--- config.mk ---
export PLATFORM = sky130hd
export DESIGN_NAME = grover_diffusion
export DESIGN_NICKNAME = d
export VERILOG_FILES = /design/src/rtl/grover_pkg.sv /design/src/rtl/grover_reflect_unit.sv /design/src/rtl/grover_diffusion.sv
export SDC_FILE = /design/constraint.sdc
export NUM_CORES = 1
export LEC_CHECK = 0
export BUFFER_PORTS_ARGS = -buffer_cell sky130_fd_sc_hd__buf_2
export CAP_MARGIN = 20
export CELL_PAD_IN_SITES_DETAIL_PLACEMENT = 2
export CELL_PAD_IN_SITES_GLOBAL_PLACEMENT = 2
export CORE_ASPECT_RATIO = 1.5
export CORE_MARGIN = 2
export CORE_UTILIZATION = 34
export DETAILED_ROUTE_END_ITERATION = 10
export HOLD_SLACK_MARGIN = 0.06
export PLACE_DENSITY_LB_ADDON = 0.1
export SYNTH_ARGS = -nofsm -noshare
export SYNTH_HDL_FRONTEND = slang
export SYNTH_SLANG_ARGS = --single-unit
--- constraint.sdc ---
create_clock -name clk -period 4.85 [get_ports clk]
set_clock_uncertainty 0.2 [all_clocks]
set_input_delay 0.485 -clock clk [delete_from_list [all_inputs] [get_ports clk]]
set_output_delay 0.485 -clock clk [all_outputs]
set_load 0.1 [all_outputs]
--- src/rtl/grover_pkg.sv ---
// grover_pkg -- shared definitions for the Grover diffusion block.
//   AMP_W  : amplitude width (signed two's complement)
//   N_AMP  : number of amplitudes in a vector
//   ACC_W  : signed accumulator width for the amplitude sum
//   REF_W  : signed width of the reflection 2*mean - a_k
//   state_e: FSM encoding (IDLE, SUM, MEAN, REFLECT, DONE)
package grover_pkg;

  localparam int AMP_W = 8;
  localparam int N_AMP = 8;
  localparam int ACC_W = 11;
  localparam int REF_W = 10;
  localparam int IDX_W = 3;

  localparam logic [IDX_W-1:0] LAST_IDX = 3'd7;

  typedef enum logic [2:0] {
    ST_IDLE    = 3'd0,
    ST_SUM     = 3'd1,
    ST_MEAN    = 3'd2,
    ST_REFLECT = 3'd3,
    ST_DONE    = 3'd4
  } state_e;

endpackage

--- src/rtl/grover_reflect_unit.sv ---
// grover_reflect_unit -- combinational inversion about the mean for one amplitude.
//   mean : signed mean of the vector (AMP_W bits)
//   a    : signed amplitude a_k (AMP_W bits)
//   r    : signed result r_k = 2*mean - a_k reduced to AMP_W bits
// Build option: GROVER_DIFFUSION_SAT_EN defined -> r saturates to [-128, 127];
// undefined -> r is the low AMP_W bits of the exact result (two's-complement wrap).
module grover_reflect_unit #(
  parameter int AMP_W = 8
) (
  input  logic signed [AMP_W-1:0] mean,
  input  logic signed [AMP_W-1:0] a,
  output logic signed [AMP_W-1:0] r
);
  import grover_pkg::*;

  localparam logic signed [REF_W-1:0] SAT_MAX = 10'sd127;
  localparam logic signed [REF_W-1:0] SAT_MIN = -10'sd128;

  logic signed [REF_W-1:0] mean_ext_s;
  logic signed [REF_W-1:0] a_ext_s;
  logic signed [REF_W-1:0] r_full_s;

  // Exact reflection in REF_W bits: |2*mean - a| never exceeds 383, so no overflow here.
  always_comb begin
    mean_ext_s = {{(REF_W-AMP_W){mean[AMP_W-1]}}, mean};
    a_ext_s    = {{(REF_W-AMP_W){a[AMP_W-1]}}, a};
    r_full_s   = (mean_ext_s <<< 1) - a_ext_s;
  end

`ifdef GROVER_DIFFUSION_SAT_EN
  // Clamp the exact result into the amplitude range.
  always_comb begin
    if (r_full_s > SAT_MAX) begin
      r = 8'sh7F;
    end else if (r_full_s < SAT_MIN) begin
      r = 8'sh80;
    end else begin
      r = r_full_s[AMP_W-1:0];
    end
  end
`else
  // Keep only the low bits of the exact result.
  always_comb begin
    r = r_full_s[AMP_W-1:0];
  end
`endif

endmodule

--- src/rtl/grover_diffusion.sv ---
// grover_diffusion -- Grover diffusion (inversion about the mean) over 8 amplitudes.
//   clk, rst_n : single clock, asynchronous active-low reset
//   in_valid   : upstream vector i0..i7 valid; accepted only while in_ready
//   in_ready   : high only in IDLE
//   i0..i7     : signed input amplitudes (after phase inversion of the target)
//   out_valid  : o0..o7 hold a finished result; held until out_ready
//   out_ready  : downstream accepts the result
//   o0..o7     : registered signed amplitudes 2*mean - a_k
//   busy       : high in every state except IDLE
// Build option: GROVER_DIFFUSION_SAT_EN selects saturation of r_k (see
// grover_reflect_unit); undefined wraps r_k to AMP_W bits.
// Timing: accept edge, 8 SUM edges, 1 MEAN edge, 8 REFLECT edges, then out_valid
// rises on the first DONE edge, 18 edges after acceptance.
module grover_diffusion #(
  parameter int AMP_W = 8
) (
  input  logic                    clk,
  input  logic                    rst_n,
  input  logic                    in_valid,
  output logic                    in_ready,
  input  logic signed [AMP_W-1:0] i0,
  input  logic signed [AMP_W-1:0] i1,
  input  logic signed [AMP_W-1:0] i2,
  input  logic signed [AMP_W-1:0] i3,
  input  logic signed [AMP_W-1:0] i4,
  input  logic signed [AMP_W-1:0] i5,
  input  logic signed [AMP_W-1:0] i6,
  input  logic signed [AMP_W-1:0] i7,
  output logic                    out_valid,
  input  logic                    out_ready,
  output logic signed [AMP_W-1:0] o0,
  output logic signed [AMP_W-1:0] o1,
  output logic signed [AMP_W-1:0] o2,
  output logic signed [AMP_W-1:0] o3,
  output logic signed [AMP_W-1:0] o4,
  output logic signed [AMP_W-1:0] o5,
  output logic signed [AMP_W-1:0] o6,
  output logic signed [AMP_W-1:0] o7,
  output logic                    busy
);
  import grover_pkg::*;

  state_e                  state_r;
  logic [IDX_W-1:0]        idx_r;
  logic signed [ACC_W-1:0] acc_r;
  logic signed [AMP_W-1:0] mean_r;
  logic signed [AMP_W-1:0] amp_r [N_AMP];
  logic signed [AMP_W-1:0] o_r [N_AMP];
  logic                    out_valid_r;

  logic signed [AMP_W-1:0] in_vec_s [N_AMP];
  logic signed [AMP_W-1:0] cur_amp_s;
  logic signed [ACC_W-1:0] cur_ext_s;
  logic signed [AMP_W-1:0] refl_s;
  logic                    last_idx_s;

  assign in_vec_s = '{i0, i1, i2, i3, i4, i5, i6, i7};

  // Select the amplitude addressed by the shared index and sign-extend it for the sum.
  always_comb begin
    cur_amp_s  = amp_r[idx_r];
    cur_ext_s  = {{(ACC_W-AMP_W){cur_amp_s[AMP_W-1]}}, cur_amp_s};
    last_idx_s = (idx_r == LAST_IDX);
  end

  grover_reflect_unit #(
    .AMP_W (AMP_W)
  ) u_reflect (
    .mean (mean_r),
    .a    (cur_amp_s),
    .r    (refl_s)
  );

  // Main sequencer: capture, serial sum, mean, serial reflect, output handshake.
  always_ff @(posedge clk or negedge rst_n) begin
    if (!rst_n) begin
      state_r     <= ST_IDLE;
      idx_r       <= '0;
      acc_r       <= '0;
      mean_r      <= '0;
      out_valid_r <= 1'b0;
      for (int k = 0; k < N_AMP; k++) begin
        amp_r[k] <= '0;
        o_r[k]   <= '0;
      end
    end else begin
      case (state_r)
        ST_IDLE: begin
          if (in_valid) begin
            amp_r   <= in_vec_s;
            acc_r   <= '0;
            idx_r   <= '0;
            state_r <= ST_SUM;
          end
        end
        ST_SUM: begin
          acc_r <= acc_r + cur_ext_s;
          idx_r <= idx_r + 3'd1;  // wraps 7 -> 0 on the way to MEAN
          if (last_idx_s) begin
            state_r <= ST_MEAN;
          end
        end
        ST_MEAN: begin
          // Dropping the low 3 bits of the signed sum is an arithmetic shift (floor).
          mean_r  <= acc_r[ACC_W-1:3];
          state_r <= ST_REFLECT;
        end
        ST_REFLECT: begin
          o_r[idx_r] <= refl_s;
          idx_r      <= idx_r + 3'd1;  // wraps 7 -> 0 on the way to DONE
          if (last_idx_s) begin
            state_r <= ST_DONE;
          end
        end
        ST_DONE: begin
          // First DONE edge raises out_valid; afterwards wait for out_ready.
          if (!out_valid_r) begin
            out_valid_r <= 1'b1;
          end else if (out_ready) begin
            out_valid_r <= 1'b0;
            state_r     <= ST_IDLE;
          end
        end
        default: begin
          state_r     <= ST_IDLE;
          out_valid_r <= 1'b0;
        end
      endcase
    end
  end

  assign in_ready  = (state_r == ST_IDLE);
  assign busy      = (state_r != ST_IDLE);
  assign out_valid = out_valid_r;
  assign o0 = o_r[0];
  assign o1 = o_r[1];
  assign o2 = o_r[2];
  assign o3 = o_r[3];
  assign o4 = o_r[4];
  assign o5 = o_r[5];
  assign o6 = o_r[6];
  assign o7 = o_r[7];

endmodule

### Word-level counts from Yosys, hierarchy flattened

Index checks and enable logic that the tools add are counted.

* div/mod/pow operators: 0
* shift-type cells: 0
* order comparisons: 2
* bitwise gates (word level): 1
* equality and inequality tests: 10
* add/sub/neg operators: 3
* multiplexer cells: 19
* $mul: 0
* reduce and logical (&&, ||, !) cells: 11

Operators with widths (number)
* 64-bit bitwise mux: 1
* 8-bit binary-select mux with 3-bit select: 1
* 8-bit demux with 3-bit select: 1
* 8-bit two-way mux: 3
* 11-bit one-hot mux with 2 select lines: 1
* 3-bit two-way mux: 6
* 3-bit one-hot mux with 5 select lines: 1
* 11-bit by 8-bit adder with 11-bit output: 1
* 11-bit two-way mux: 1
* 2-bit inequality test (second input constant): 5
* 8-bit subtractor: 1
* 3-bit by 2-bit == test with 1-bit output (second input constant): 2
* 3-bit == test (second input constant): 2
* 3-bit one-hot mux with 2 select lines: 1
* 2-bit AND reduction: 3
* 5-bit AND reduction: 1
* 4-bit greater-or-equal comparator (second input constant): 1
* 4-bit by 1-bit less-than comparator with 1-bit output (second input constant): 1
* 3-bit NOT with 4-bit output: 1
* 2-bit nonzero test: 2
* 4-bit OR reduction: 1
* 3-bit by 1-bit adder with 3-bit output (second input constant): 1
* 3-bit by 1-bit == test with 1-bit output (second input constant): 1
* 3-bit zero test: 1
* 5 further kinds: 6

* register bits after elaboration: 153
* memory bits (read-only): 0
* output and inout port bits: 67
* RAM bits: 0
* memories kept: 0
* latch bits: 0
* input bits: 68
* word-level logic and storage cells: 67

### Depth between registers and ports, before layout

Gate-level depths: netlist of the first run.

* word-level depth: 6
* mapped depth: 16
* gate-level depth less buffers: 13

### Cells and area by module

From an unflattened synthesis of the first run, not the netlist that was laid out.

* cells, all modules: 659
* area, all modules: 7165.6 µm²

By module, submodules not included
* grover_diffusion: area an instance 6814.0 µm², sequential area each 3853.7 µm², cells an instance 612, times used 1
* grover_reflect_unit: area an instance 351.6 µm², sequential area each 0.0 µm², cells an instance 47, times used 1

### Worst setup path before layout of the first run

OpenSTA, ideal clock, no wires.

* path type: reg2out
* from: reg state_r[1]
* to: out busy
* data required time: 4.165 ns
* arrival: 4.009 ns
* slack: 0.156 ns
* stages on the path, launching flop included: 4
* path buffers: 1
* cells stage by stage: dfrtp_1 > clkbuf_1 > nor3_1 > inv_1

* longest elaborated chain between the ends: 1

Ends and longest elaborated chain
* from (decl): RTL line grover_diffusion.sv:43 `state_e state_r;`
* from (signal assigned): RTL line grover_diffusion.sv:77 `state_r <= ST_IDLE;`
* from (signal assigned): RTL line grover_diffusion.sv:93 `state_r <= ST_SUM;`
* from (signal assigned): RTL line grover_diffusion.sv:100 `state_r <= ST_MEAN;`
* 3-bit nonzero test: RTL line grover_diffusion.sv:133 `assign busy = (state_r != ST_IDLE);`
* to (decl): RTL line grover_diffusion.sv:39 `output logic busy`

Every way passes these cells.

### Worst setup path after layout of the first run

* from: reg idx_r[2]
* to: reg acc_r[8]

* longest elaborated chain between the ends: 6

Ends and longest elaborated chain
* from (decl): RTL line grover_diffusion.sv:44 `logic [IDX_W-1:0] idx_r;`
* from (signal assigned): RTL line grover_diffusion.sv:98 `idx_r <= idx_r + 3'd1;`
* from (signal assigned): RTL line grover_diffusion.sv:110 `idx_r <= idx_r + 3'd1;`
* 3-bit NOT with 4-bit output (not written as such): RTL line grover_diffusion.sv:61 `cur_amp_s = amp_r[idx_r];`
* 8-bit binary-select mux with 3-bit select: RTL line grover_diffusion.sv:61
* 8-bit two-way mux (not written as such) (2 in series): RTL line grover_diffusion.sv:61
* via cur_amp_s[0]: RTL line grover_diffusion.sv:52 `logic signed [AMP_W-1:0] cur_amp_s;`
* 11-bit by 8-bit adder with 11-bit output: RTL line grover_diffusion.sv:97 `acc_r <= acc_r + cur_ext_s;`
* 11-bit one-hot mux with 2 select lines: RTL line grover_diffusion.sv:87 `case (state_r)`
* to (signal assigned): RTL line grover_diffusion.sv:97
* to (decl): RTL line grover_diffusion.sv:45 `logic signed [ACC_W-1:0] acc_r;`

The timed path passes the listed nets, and every way through them passes these cells. The select of a mux whose other input is x is not followed.
A chain may end at the register's enable or synchronous reset.

==> results of run 1 <==
## layout make-up
cell class / instances / area share, %
clock buffer: 18 / 4.92
timing repair buffer: 195 / 14.4
tap: 260 / 3.64
inverter: 17 / 0.743
clock inverter: 14 / 1.51
multi-input combinational: 505 / 32.2
sequential: 152 / 42.6
## layer usage
layer / up-vias / share of wire [%] / global-route usage, %
li1: 2715 / - / -
met5: - / 0 / 0
met3: 19 / 2.9 / 3.80
met4: 0 / 1.2 / 6.15
met1: 2966 / 38 / 23.4
met2: 108 / 57 / 43.6
## sequential cells by signal, summed over array words and instances (netlist names), 8 cells and up
| name | cells |
|---|---|
| amp_r | 64 |
| acc_r | 10 |
| o0 | 8 |
| o1 | 8 |
| o2 | 8 |
| o3 | 8 |
| o4 | 8 |
| o5 | 8 |
| o6 | 8 |
| o7 | 8 |
## Yosys cell counts (5+ instances only)
cell,number,area (µm²)
dfrtp_1,152,3800
xor2_1,6,52.6
nor2_1,10,37.5
o21ai_1,9,45.0
nand2_1,266,998
ha_1,17,213
xnor2_1,6,52.6
a21o_1,5,37.5
mux2_2,29,327
mux4_2,6,135
clkbuf_1,27,101
nor2b_1,8,50.1
o21ai_0,61,305
mux2i_1,7,70.1
a21oi_1,9,45.0
inv_1,16,60.1
nand3_1,14,70.1
## critical path, cell delays in order, from the launching register on
cell      delay, ps
dfrtp_1         780
nor2_1          250
a222oi_1        550
and2_1          200
buf_4           170
inv_4            60
ha_1            220
fa_1            420
a21o_1          200
a21oi_1         260
o21bai_1        130
a41oi_1         250
xor2_1          150
o21ai_0          90
## stage by stage
stage / area, µm² / hold slack, ps / cells
3_5_place_dp: 7820 / 266 / 1077
2_1_floorplan: 6900 / -10.6 / 710
3_3_place_gp: 7820 / 256 / 1077
4_1_cts: 8900 / 61.0 / 1160
5_1_grt: 8930 / 75.6 / 1161
6_report: 8930 / 65.2 / 1161
## kinds of logic (layout without fill, tap and decap cells)
logic type	count (synthesis)	after routing	share of synthesized area, %
compound gates	112	112	9.85
xor+xnor	12	12	1.52
fa+ha+maj	19	19	3.66
buf+inv	53	244	3.19
flops	152	152	55.1
mux	43	43	7.93
simple gates	319	319	18.7
## worst min path at each step
stage / endpoint / depth (start not counted) / slack (ps)
floorplan: acc_r[0]$_DFFE_PN0P_ / 0 / -10
global placement: o1[2]$_DFFE_PN0P_ / 2 / 260
detailed placement: amp_r[37]$_DFFE_PN0P_ / 2 / 270
CTS: amp_r[61]$_DFFE_PN0P_ / 3 / 60
global route: amp_r[53]$_DFFE_PN0P_ / 3 / 80
finish: amp_r[63]$_DFFE_PN0P_ / 3 / 70
==> impl_metrics.env, run 1 <==
export IMPL_grt_usage_pct=22.0
export IMPL_yosys_register_bits=152
export IMPL_max_freq_mhz=244
export IMPL_cp_max_fo=20
export IMPL_drv_cap=0
export IMPL_yosysUniqueCellTypes=50
export IMPL_routed_wl_um=22400
export IMPL_io_buffers=134
export IMPL_post_cts_resized_instances=0
export IMPL_finalMaxSlewViolations=0
export IMPL_path_class="flop to flop"
export IMPL_post_dp_hpwl_um=15800
export IMPL_layout_common_cells="265 x nand2_1, 152 x dfrtp_1, 133 x buf_2"
export IMPL_ant_nets=0
export IMPL_drc=0
export IMPL_cp_end_kind="flop"
export IMPL_num_antenna_cells=0
export IMPL_viasPerCell=5.00
export IMPL_post_route_min_period_ps=4090
export IMPL_setup_viol=0
export IMPL_fillers=2172
export IMPL_die_w_um=120
export IMPL_syn2layout_area_growth_pct=29.5
export IMPL_avgSynthCellArea_um2=9.72
export IMPL_synthFlopType="dfrtp_1"
export IMPL_ys_warn_count=0
export IMPL_post_cts_buffers=0
export IMPL_grt_max_degree=68
export IMPL_core_um2=19900
export IMPL_min_path_type="input pin to flop"
export IMPL_final_common_cell="nand2_1"
export IMPL_num_nets_final=975
export IMPL_required_ps=4960
export IMPL_yosysSeqAreaShare_pct=55.1
export IMPL_start_util_pct=34.7
export IMPL_path_clk_slew_ps=70
export IMPL_synthArstFlopShare_pct=100
export IMPL_grt_setup_unrepaired="no"
export IMPL_cts_sinks=152
export IMPL_htreeDepth=4
export IMPL_drive_above_1_share_pct=24.1
export IMPL_critPathArrivalTime_ps=4200
export IMPL_root_buffer="clkbuf_16"
export IMPL_outcome="complete, no violations"
export IMPL_synthCells=710
export IMPL_insertion_delay_ps=440
export IMPL_multiInputGateArea_um2=2880
export IMPL_drt_iter0_drc=225
export IMPL_routedWlPerCell_um=19.3
export IMPL_gp_congestion=0.809
export IMPL_worstMarginPinSlew_ps=1020
export IMPL_r2r_cells=13
export IMPL_crit_path_start="idx_r[2]$_DFFE_PN0P_"
export IMPL_num_rows=63
export IMPL_die_area_um2=21500
export IMPL_synth_net_count=797
export IMPL_hold_path_startpoint="i0[7]"
export IMPL_layout_setup_ws_ps=757
export IMPL_critPathLaunchType="flop"
export IMPL_holdBufCountCts=51
export IMPL_cts_buffers=17
export IMPL_die_h_um=178
export IMPL_cts_tree="yes"
export IMPL_endpoint="acc_r[8]$_DFFE_PN0P_"
export IMPL_grt_pass1_vias=6694
export IMPL_drtPass1Iterations=5
export IMPL_finalCritPeriodShare_pct=84.4
export IMPL_r2r_end="acc_r[8]$_DFFE_PN0P_"
export IMPL_tns_ps=0
export IMPL_worst_r2r_setup_slack_ps=760
export IMPL_clock_path_buffers=2
export IMPL_grt_pass1_wl_um=35900
export IMPL_slew_headroom_pct=31.5
export IMPL_pre_cts_ws_ps=722
export IMPL_antenna_found_initial=0
export IMPL_overflow=0
export IMPL_synth_edf_count=0
export IMPL_r2r_start="idx_r[2]$_DFFE_PN0P_"
export IMPL_final_hold_viol_count=0
export IMPL_synth_area_um2=6900
export IMPL_regArea_um2=3800
export IMPL_vias=5808
export IMPL_fin_util_pct=45.0
export IMPL_io_pins=135
Power of run 1 is left out: the tool's default activity adds up to more than one toggle a clock period on the data nets, which glitch-free logic cannot reach.
==> run 2, diff against run 1 <==
--- a/config.mk
+++ b/config.mk
@@ -11,7 +11,7 @@
 export CELL_PAD_IN_SITES_GLOBAL_PLACEMENT = 2
 export CORE_ASPECT_RATIO = 1.5
 export CORE_MARGIN = 2
-export CORE_UTILIZATION = 34
+export CORE_UTILIZATION = 31
 export DETAILED_ROUTE_END_ITERATION = 10
 export HOLD_SLACK_MARGIN = 0.06
 export PLACE_DENSITY_LB_ADDON = 0.1
==> constraint.sdc (replaced) <==
create_clock -name clk -period 3.3 [get_ports clk]
set_clock_uncertainty 0.2 [all_clocks]
set_input_delay 0.33 -clock clk [delete_from_list [all_inputs] [get_ports clk]]
set_output_delay 0.33 -clock clk [all_outputs]
set_load 0.1 [all_outputs]
==> impl_metrics.env, run 2 (same netlist as run 1, synthesis figures left out) <==
export IMPL_path_class="flop to flop"
export IMPL_worstMarginPinSlew_ps=700
export IMPL_required_ps=3420
export IMPL_vias=6044
export IMPL_htreeDepth=4
export IMPL_viasPerCell=4.92
export IMPL_setup_viol=10
export IMPL_num_rows=66
export IMPL_overflow=0
export IMPL_num_antenna_cells=0
export IMPL_drive_above_1_share_pct=30.4
export IMPL_insertion_delay_ps=440
export IMPL_max_freq_mhz=296
export IMPL_outcome="finished, violations left"
export IMPL_ant_nets=0
export IMPL_slew_headroom_pct=53.3
export IMPL_critPathLaunchType="flop"
export IMPL_cp_max_fo=8
export IMPL_grt_setup_unrepaired="yes"
export IMPL_die_h_um=187
export IMPL_final_common_cell="nand2_1"
export IMPL_grt_max_degree=71
export IMPL_num_nets_final=1031
export IMPL_finalCritPeriodShare_pct=102
export IMPL_largest_register="amp_r"
export IMPL_drc=0
export IMPL_drtPass1Iterations=4
export IMPL_layout_common_cells="265 x nand2_1, 151 x dfrtp_1, 133 x buf_2"
export IMPL_tns_ps=-571
export IMPL_io_pins=135
export IMPL_place_inst=1122
export IMPL_clock_path_buffers=2
export IMPL_grt_pass1_wl_um=38600
export IMPL_post_dp_hpwl_um=16700
export IMPL_cts_sinks=152
export IMPL_largest_reg_flops=64
export IMPL_finalMaxSlewViolations=0
export IMPL_cp_end_kind="flop"
export IMPL_drt_iter0_drc=201
export IMPL_core_um2=21800
export IMPL_gp_congestion=0.801
export IMPL_cts_buffers=17
export IMPL_antenna_found_initial=0
export IMPL_dpl_instance_area_um2=8130
export IMPL_grt_pass1_vias=6935
export IMPL_die_area_um2=23500
export IMPL_layout_setup_ws_ps=-77.3
export IMPL_top_regs="amp_r (64), acc_r (10)"
export IMPL_die_w_um=126
export IMPL_violations="setup timing"
export IMPL_routed_wl_um=24100
export IMPL_routedWlPerCell_um=19.6
export IMPL_grt_usage_pct=21.0
export IMPL_min_path_type="input pin to flop"
export IMPL_root_buffer="clkbuf_16"
export IMPL_final_hold_viol_count=0
export IMPL_critPathArrivalTime_ps=3490
export IMPL_syn2layout_area_growth_pct=41.1
export IMPL_io_buffers=134
export IMPL_drv_cap=0
export IMPL_post_route_min_period_ps=3380
export IMPL_cts_tree="yes"
export IMPL_start_util_pct=31.6
export IMPL_instances_no_fill=1228
export IMPL_path_clk_slew_ps=70
export IMPL_design_area_um2=9730
export IMPL_holdWs_ps=86.2
==> run 2: changes by cell type in the layout (fill, tap and decap cells not counted), moves of 6 or more <==
cell,previous run,this run
a21oi_2,0,6
mux2_2,29,21
dlygate4sd3_1,51,66
o21ai_0,61,53
a21oi_1,9,3
mux2_4,1,9
buf_4,9,42
==> run 2: worst max-delay path: stages (launching register included) <==
cell and delay (ps):
dfrtp_2 480, mux2_4 330, a222oi_1 340, buf_4 180, and2_4 150, inv_4 40, buf_6 120, fa_2 380
nor2b_2 150, o21ai_2 80, a21boi_2 190, or4_4 140, nand3_2 50, buf_6 140, mux2_4 270
==> run 2: timing repair <==
action,in CTS,in global routing
gates cloned,0,0
endpoints found under the setup margin,38,38
hold endpoints to repair,134,0
setup buffers,6,5
hold buffers,66,0
pin swaps,15,15
gates resized for setup,32,30
==> run 2: metal layers <==
layer	GRT usage (%)	up-vias	wire length [µm]
met5	0	-	0
met4	8.88	0	760
met3	3.38	37	574
met2	38.9	129	13400
met1	23.6	3050	9350
li1	-	2828	-
==> run 2: path summary, 6_finish.rpt <==
| kind | from | end | slack, ps | cells after the start |
|---|---|---|---|---|
| min in group asynchronous | rst_n | o2[5]$_DFFE_PN0P_ | 280 | 2 |
| worst max-delay path | idx_r[0]$_DFFE_PN0P_ | o7[6]$_DFFE_PN0P_ | -80 | 14 |
| worst max register to register | idx_r[0]$_DFFE_PN0P_ | o7[6]$_DFFE_PN0P_ | -80 | 14 |
| worst min-delay path | in_valid | state_r[0]$_DFFE_PN0P_ | 90 | 3 |
| max in group asynchronous | rst_n | amp_r[8]$_DFFE_PN0P_ | 1900 | 3 |
| worst min register to register | amp_r[29]$_DFFE_PN0P_ | amp_r[29]$_DFFE_PN0P_ | 280 | 2 |
==> run 2: layout make-up <==
| class | instances | area [µm²] |
|---|---|---|
| timing repair buffer | 251 | 1790 |
| sequential | 152 | 3800 |
| multi-input combinational | 505 | 3100 |
| fill | 2353 | 12100 |
| tap | 272 | 340 |
| clock buffer | 19 | 443 |
| clock inverter | 12 | 191 |
| inverter | 17 | 66.3 |
==> run 2: metrics by stage <==
step / util (%) / setup WS, ps
after CTS: 43.9 / -45.0
after floorplan: - / 2.71
after detailed placement: 37.3 / -343
after global routing: 44.6 / -238
final: 44.6 / -77.3
after global placement: 37.3 / -287
Power of run 2 is left out for the same reason.
